[src/rtl/fb_pkg.sv]
`default_nettype none
// ============================================================================
// Module      : fb_pkg
// Description : Shared constants, pixel types and colour expansion for the
//               framebuffer scan-out path.
// Revision    : 1.0 - initial release
// ============================================================================
package fb_pkg;

    localparam int FB_W      = 320;
    localparam int FB_H      = 240;
    localparam int BUF1_BASE = FB_W * FB_H;

    typedef struct packed {
        logic [2:0] r;
        logic [2:0] g;
        logic [1:0] b;
    } rgb332_t;

    typedef struct packed {
        logic [3:0] r;
        logic [3:0] g;
        logic [3:0] b;
    } rgb444_t;

    typedef enum logic [0:0] {
        S_IDLE    = 1'b0,
        S_PENDING = 1'b1
    } swap_state_t;

    function automatic rgb444_t rgb332_to_444(input rgb332_t p);
        rgb444_t c;
        c.r = {p.r, 1'b0};
        c.g = {p.g, 1'b0};
        c.b = {p.b, 2'b00};
        return c;
    endfunction

endpackage
`default_nettype wire

[src/rtl/fb_scanout_reader_if.sv]
`default_nettype none
// ============================================================================
// Module      : fb_scanout_reader_if
// Description : Framebuffer port-B read bus plus the buffer-swap handshake.
// Revision    : 1.0 - initial release
// ============================================================================
interface fb_scanout_reader_if #(
    parameter int ADDR_W = 18
);
    logic [ADDR_W-1:0] fb_addrb;
    logic [7:0]        fb_doutb;
    logic              swap_req;
    logic              swap_ack;

    modport master (
        output fb_addrb,
        output swap_ack,
        input  fb_doutb,
        input  swap_req
    );

    modport slave (
        input  fb_addrb,
        input  swap_ack,
        output fb_doutb,
        output swap_req
    );
endinterface
`default_nettype wire

[src/rtl/fb_swap_ctrl.sv]
`default_nettype none
// ============================================================================
// Module      : fb_swap_ctrl
// Description : Vsync-synchronous front/back buffer swap and frame counter.
// Revision    : 1.0 - initial release
// ============================================================================
module fb_swap_ctrl
    import fb_pkg::*;
(
    input  wire logic        clk,
    input  wire logic        rst,
    input  wire logic        i_pix_ce,
    input  wire logic        i_vs_in,
    input  wire logic        i_vs_prev,
    input  wire logic        i_swap_req,
    output logic             o_swap_ack,
    output logic             o_front_sel,
    output logic [15:0]      o_frame_cnt
);

    swap_state_t r_state;
    swap_state_t w_state_nxt;
    logic        w_vs_rise;
    logic        w_do_swap;
    logic        r_swap_ack;
    logic        r_front_sel;
    logic [15:0] r_frame_cnt;

    // Edge is judged against the vsync already latched in pipeline stage 1.
    assign w_vs_rise = i_pix_ce & i_vs_in & ~i_vs_prev;

    always_ff @(posedge clk or posedge rst) begin
        if (rst) begin
            r_state <= S_IDLE;
        end else begin
            r_state <= w_state_nxt;
        end
    end

    always_comb begin
        w_state_nxt = r_state;
        w_do_swap   = 1'b0;
        case (r_state)
            S_IDLE: begin
                if (i_pix_ce && i_swap_req) begin
                    w_state_nxt = S_PENDING;
                end
            end
            S_PENDING: begin
                if (w_vs_rise) begin
                    w_do_swap   = 1'b1;
                    w_state_nxt = S_IDLE;
                end
            end
            default: w_state_nxt = S_IDLE;
        endcase
    end

    always_ff @(posedge clk or posedge rst) begin
        if (rst) begin
            r_swap_ack  <= 1'b0;
            r_front_sel <= 1'b0;
            r_frame_cnt <= 16'd0;
        end else begin
            r_swap_ack <= w_do_swap;
            if (w_do_swap) begin
                r_front_sel <= ~r_front_sel;
            end
            if (w_vs_rise) begin
                r_frame_cnt <= r_frame_cnt + 16'd1;
            end
        end
    end

    assign o_swap_ack  = r_swap_ack;
    assign o_front_sel = r_front_sel;
    assign o_frame_cnt = r_frame_cnt;

endmodule
`default_nettype wire

[src/rtl/fb_scanout_reader.sv]
`default_nettype none
// ============================================================================
// Module      : fb_scanout_reader
// Description : 2x-upscaled RGB332 framebuffer reader with sync alignment and
//               double-buffer swap towards the rasterizer.
// Revision    : 1.0 - initial release
// ============================================================================
module fb_scanout_reader
    import fb_pkg::*;
#(
    parameter int FB_W      = fb_pkg::FB_W,
    parameter int FB_H      = fb_pkg::FB_H,
    parameter int ADDR_W    = 18,
    parameter int BUF1_BASE = FB_W * FB_H
) (
    input  wire logic          aclk,
    input  wire logic          arst,
    input  wire logic          pix_ce,
    input  wire logic [9:0]    drawX,
    input  wire logic [9:0]    drawY,
    input  wire logic          hs_in,
    input  wire logic          vs_in,
    input  wire logic          vde_in,
    fb_scanout_reader_if.master bus,
    output logic               front_sel,
    output logic [15:0]        frame_cnt,
    output logic [3:0]         red,
    output logic [3:0]         green,
    output logic [3:0]         blue,
    output logic               hs_out,
    output logic               vs_out,
    output logic               vde_out
);

    logic [8:0]        w_x_half;
    logic [8:0]        w_y_half;
    logic [ADDR_W-1:0] w_row_off;
    logic [ADDR_W-1:0] w_base;
    logic [ADDR_W-1:0] w_addr;
    logic              w_unused;

    logic [ADDR_W-1:0] r_addr;
    logic              r_hs1, r_vs1, r_vde1;
    logic              r_hs2, r_vs2, r_vde2;
    rgb444_t           r_rgb;

    assign w_x_half = drawX[9:1];
    assign w_y_half = drawY[9:1];
    assign w_unused = &{1'b0, drawX[0], drawY[0]};

    generate
        if (FB_W == 320) begin : g_row_shift
            assign w_row_off = ADDR_W'({w_y_half, 8'd0}) + ADDR_W'({w_y_half, 6'd0});
        end else begin : g_row_mul
            assign w_row_off = ADDR_W'(w_y_half * FB_W);
        end
    endgenerate

    assign w_base = front_sel ? ADDR_W'(BUF1_BASE) : '0;
    assign w_addr = w_base + w_row_off + ADDR_W'(w_x_half);

    // BRAM data returned one aclk after the stage-1 address is long settled
    // by the next pixel enable, so stage 2 can sample it directly.
    always_ff @(posedge aclk or posedge arst) begin
        if (arst) begin
            r_addr <= '0;
            r_hs1  <= 1'b0;
            r_vs1  <= 1'b0;
            r_vde1 <= 1'b0;
            r_hs2  <= 1'b0;
            r_vs2  <= 1'b0;
            r_vde2 <= 1'b0;
            r_rgb  <= '0;
        end else if (pix_ce) begin
            r_addr <= w_addr;
            r_hs1  <= hs_in;
            r_vs1  <= vs_in;
            r_vde1 <= vde_in;
            r_hs2  <= r_hs1;
            r_vs2  <= r_vs1;
            r_vde2 <= r_vde1;
            r_rgb  <= r_vde1 ? rgb332_to_444(rgb332_t'(bus.fb_doutb)) : '0;
        end
    end

    fb_swap_ctrl u_swap (
        .clk         (aclk),
        .rst         (arst),
        .i_pix_ce    (pix_ce),
        .i_vs_in     (vs_in),
        .i_vs_prev   (r_vs1),
        .i_swap_req  (bus.swap_req),
        .o_swap_ack  (bus.swap_ack),
        .o_front_sel (front_sel),
        .o_frame_cnt (frame_cnt)
    );

    assign bus.fb_addrb = r_addr;
    assign red          = r_rgb.r;
    assign green        = r_rgb.g;
    assign blue         = r_rgb.b;
    assign hs_out       = r_hs2;
    assign vs_out       = r_vs2;
    assign vde_out      = r_vde2;

endmodule
`default_nettype wire

[src/flat_wrapper.sv]
// flat-port wrapper written by rule: the top's interface ports become plain ports
module fb_scanout_reader_flat import fb_pkg::*;
#(
    parameter int FB_W      = fb_pkg::FB_W,
    parameter int FB_H      = fb_pkg::FB_H,
    parameter int ADDR_W    = 18,
    parameter int BUF1_BASE = FB_W * FB_H
)
  (aclk, arst, pix_ce, drawX, drawY, hs_in, vs_in, vde_in, front_sel, frame_cnt, red, green, blue, hs_out, vs_out, vde_out, bus_fb_addrb, bus_swap_ack, bus_fb_doutb, bus_swap_req);
  fb_scanout_reader_if #(.ADDR_W(ADDR_W)) bus_i ();
  input  wire logic aclk;
  input  wire logic arst;
  input  wire logic pix_ce;
  input  wire logic [9:0] drawX;
  input  wire logic [9:0] drawY;
  input  wire logic hs_in;
  input  wire logic vs_in;
  input  wire logic vde_in;
  output logic front_sel;
  output logic [15:0] frame_cnt;
  output logic [3:0] red;
  output logic [3:0] green;
  output logic [3:0] blue;
  output logic hs_out;
  output logic vs_out;
  output logic vde_out;
  output wire logic [$bits(bus_i.fb_addrb)-1:0] bus_fb_addrb;
  output wire logic [$bits(bus_i.swap_ack)-1:0] bus_swap_ack;
  input wire logic [$bits(bus_i.fb_doutb)-1:0] bus_fb_doutb;
  input wire logic [$bits(bus_i.swap_req)-1:0] bus_swap_req;
  assign bus_fb_addrb = bus_i.fb_addrb;
  assign bus_swap_ack = bus_i.swap_ack;
  assign bus_i.fb_doutb = bus_fb_doutb;
  assign bus_i.swap_req = bus_swap_req;
  fb_scanout_reader #(.FB_W(FB_W), .FB_H(FB_H), .ADDR_W(ADDR_W), .BUF1_BASE(BUF1_BASE)) u_core (.aclk(aclk), .arst(arst), .pix_ce(pix_ce), .drawX(drawX), .drawY(drawY), .hs_in(hs_in), .vs_in(vs_in), .vde_in(vde_in), .bus(bus_i), .front_sel(front_sel), .frame_cnt(frame_cnt), .red(red), .green(green), .blue(blue), .hs_out(hs_out), .vs_out(vs_out), .vde_out(vde_out));
endmodule
[config.mk]
export PLATFORM = sky130hd
export DESIGN_NAME = fb_scanout_reader_flat
export DESIGN_NICKNAME = d
export VERILOG_FILES = /design/src/rtl/fb_pkg.sv /design/src/rtl/fb_scanout_reader_if.sv /design/src/rtl/fb_swap_ctrl.sv /design/src/rtl/fb_scanout_reader.sv /design/src/flat_wrapper.sv
export SDC_FILE = /design/constraint.sdc
export NUM_CORES = 1
export LEC_CHECK = 0
export CAP_MARGIN = 20
export CORE_MARGIN = 8
export CORE_UTILIZATION = 30
export DETAILED_ROUTE_END_ITERATION = 7
export SKIP_LAST_GASP = 1
export SYNTH_ARGS = -nofsm -noshare
export SYNTH_HDL_FRONTEND = slang
export SYNTH_HIERARCHICAL = 1
export SYNTH_SLANG_ARGS = --single-unit
[constraint.sdc]
create_clock -name aclk -period 2 [get_ports aclk]
set_input_delay 0.2 -clock aclk [delete_from_list [all_inputs] [get_ports aclk]]
set_output_delay 0.2 -clock aclk [all_outputs]
set_load 0.01 [all_outputs]
==> flow_metrics.env <==
export IMPL_synth_warnings=6
export IMPL_p_leak_nw=1.83
export IMPL_rows=35
export IMPL_multi_input_area_um2=1500
export IMPL_cpPeakStageDelay_ns=0.49
export IMPL_die_y_um=112
export IMPL_num_vias=2187
export IMPL_synth_edf_count=0
export IMPL_wl_per_cell_um=14.9
export IMPL_ant_nets=0
export IMPL_required_ns=2.20
export IMPL_grt_max_degree=36
export IMPL_viasPerCell=4.68
export IMPL_period_minus_slack_ns=2.17
export IMPL_slowest_stage="fa_1"
export IMPL_critPathMaxFanout=4
export IMPL_synth_largest_area_cell="dfrtp_1"
export IMPL_path_class="reg -> reg"
export IMPL_initial_utilization_pct=30.3
export IMPL_root_buffer="clkbuf_8"
export IMPL_final_cell_mix="clkdlybuf4s50_1 (75), dfrtp_1 (50), buf_4 (27)"
export IMPL_avgSynthCellArea_um2=11.3
export IMPL_path_clk_slew_ns=0.09
export IMPL_nets=411
export IMPL_place_gp_congestion=0.793
export IMPL_syn2layout_area_growth_pct=49.0
export IMPL_cts_max_level=2
export IMPL_rsz0062_at_grt="yes"
export IMPL_r2r_slack_ns=-0.17
export IMPL_hold_path_class="in -> async"
export IMPL_path_cells="inv_2 -> fa_1 -> inv_2 -> ha_4 -> o21ai_4 -> o21a_2 -> or3_4 -> o311ai_2"
export IMPL_setup_slack_ns=-0.166
export IMPL_finalHoldViolations=0
export IMPL_ff_latch_area_um2=1280
export IMPL_yosysUniqueCellTypes=54
export IMPL_synth_area_leaders="dfrtp_1 (46%), ha_1 (7.2%), mux2_2 (6.1%), xnor2_1 (4.4%), fa_1 (3.6%)"
export IMPL_worstReg2RegStart="u_core/u_swap/o_front_sel"
export IMPL_max_freq_ghz=0.462
export IMPL_cp_start_kind="flip-flop"
export IMPL_totalWireLength_um=6960
export IMPL_io_pins=86
export IMPL_place_area_um2=3930
export IMPL_hpwl_um=5480
export IMPL_grt_pass1_wl_um=12100
export IMPL_async_reset_ff_share_pct=100
export IMPL_hold_buffers=0
export IMPL_drc_errors=0
export IMPL_insertion_delay_ns=0.30
export IMPL_synth_seq_area_share_pct=46.2
export IMPL_setup_tns_ns=-0.639
export IMPL_synth_main_ff_cell="dfrtp_1"
export IMPL_cp_end_kind="flip-flop"
export IMPL_dr_pass1_iters=4
export IMPL_synthCells=245
export IMPL_powerDensity_nw_per_um2=985
export IMPL_core_area_um2=9110
export IMPL_cts_made_buffers=5
export IMPL_critPathLaunch="u_core/u_swap/o_front_sel"
export IMPL_r2r_end="u_core/bus.fb_addrb[14]"
export IMPL_crit_arrival_ns=2.36
export IMPL_postLayoutCellArea_um2=4120
export IMPL_cp_common_cell="inv_2"
export IMPL_cts_tree="done"
export IMPL_vdd_drop_max_mv=0.436
export IMPL_ys_ff_latch=51
export IMPL_period_share_pct=108
export IMPL_drv_cap=0
export IMPL_die_x_um=112
export IMPL_drive_gt1_share_pct=25.0
export IMPL_drtIter0Drc=68
export IMPL_slew_viol_final=0
export IMPL_antenna_found_initial=0
export IMPL_synth_top_area_share_pct=46.2
export IMPL_setup_viol=6
export IMPL_globalRouteTotalUtil_pct=11.6
export IMPL_die_area_um2=12500
export IMPL_skew_ns=0.00384
export IMPL_io_buffer_count=79
export IMPL_cts_sinks=51
export IMPL_reg2regPathDepth=8
export IMPL_synth_area_um2=2760
export IMPL_mostFrequentLayoutCell="clkdlybuf4s50_1"
export IMPL_outcome="finished with violations"
export IMPL_nFillCells=865
export IMPL_overflow=0
export IMPL_first_global_vias=2430
export IMPL_antenna_cells=0
export IMPL_violations="negative setup slack"
export IMPL_cts_buffer_depth=2
-- kinds of logic (layout without fill, tap and decap cells) --
| kind of cell | count (synthesis) | in the layout | synth area share (%) |
|---|---|---|---|
| AOI/OAI and AO/OA | 48 | 48 | 13.4 |
| DFF | 51 | 51 | 46.2 |
| adders and majority gates | 21 | 21 | 10.9 |
| and+or+nand+nor | 63 | 63 | 12.9 |
| xor gates and xnor gates | 17 | 17 | 5.66 |
| buffers and inverters | 28 | 136 | 4.48 |
| other | 1 | 4 | 0.136 |
| muxes | 16 | 16 | 6.47 |
-- registers in the layout, summed over array words and instances, names as in the netlist --
register                   flops
u_core/green                   3
u_core/blue                    2
u_core/vde_out                 1
u_core/u_swap/o_frame_cnt     16
u_core/hs_out                  1
u_core/vs_out                  1
u_core/r_vde1                  1
u_core/u_swap/o_swap_ack       1
u_core/bus.fb_addrb           18
u_core/red                     3
u_core/r_hs1                   1
u_core/u_swap/o_front_sel      1
u_core/u_swap/r_state          1
u_core/r_vs1                   1
-- area by class of cell --
class	instances	share of cell area, %
Sequential cell	51	31.0
Tap cell	111	3.37
Timing Repair Buffer	109	25.0
Multi-Input combinational cell	169	36.4
Inverter	19	1.73
Clock buffer	8	2.43
-- report_power, final --
part	internal, W	switching (W)
sequential	0.00123	0.000161
combinational	0.00111	0.000903
clock	0.000317	0.000328
total	0.00266	0.00139
-- Yosys cell counts (all sizes together), types with 2 or more instances --
master and number:
dfrtp 51, nand3 9, and3 3, a21oi 4, xor2 3, clkbuf 2
a22o 8, a211oi 5, nand4 6, nand2 19, nand3b 2, buf 7
o21a 3, inv 19, and2 3, a211o 2, nor2b 2, o21ai 6
o2bb2ai 2, nor2 12, xnor2 14, ha 16, fa 5, mux2 15
o21bai 2, a21o 6, o211ai 2, o311ai 2
-- worst max path at each step --
stage,depth (start not counted),end,slack [ns]
after global routing,8,u_core/bus.fb_addrb[14],-0.23
final,8,u_core/bus.fb_addrb[14],-0.17
after floorplan,8,u_core/bus.fb_addrb[14],-0.09
after CTS,8,u_core/bus.fb_addrb[17],-0.19
after detailed placement,9,u_core/bus.fb_addrb[17],-0.71
after global placement,9,u_core/bus.fb_addrb[17],-0.64
-- layer usage --
| layer | routed length (µm) | share of wire [%] | global-route usage, % |
|---|---|---|---|
| met1 | 3140 | 45 | 14.0 |
| met2 | 3460 | 50 | 20.4 |
| met3 | 253 | 3.6 | 2.27 |
| met4 | 109 | 1.6 | 3.60 |
| met5 | 0 | 0 | 0 |
-- critical path, delay by kind of cell (launching register included) --
family	cells	cell delay, ns
and+or+nand+nor	1	0.39
buffers and inverters	2	0.10
AOI/OAI and AO/OA	3	0.38
adders and majority gates	2	0.78
DFF	1	0.41
-- repair_timing --
item / in CTS / in global routing
buffers inserted: 1 / 1
pin swaps: 13 / 7
gates resized for setup: 19 / 4
setup endpoints to repair: 8 / 7
-- through the flow --
stage	hold WS, ns	utilization [%]	cells	worst slack [ns]	power, W
after floorplan	0.151	-	248	-0.0869	0.00237
final	0.215	45.2	467	-0.166	0.00406
after global routing	0.220	45.2	467	-0.234	0.00435
after global placement	0.461	43.2	457	-0.643	0.00326
after detailed placement	0.477	43.2	457	-0.711	0.00329
after CTS	0.220	44.9	466	-0.191	0.00407
Power figures use the tool's default switching activity.
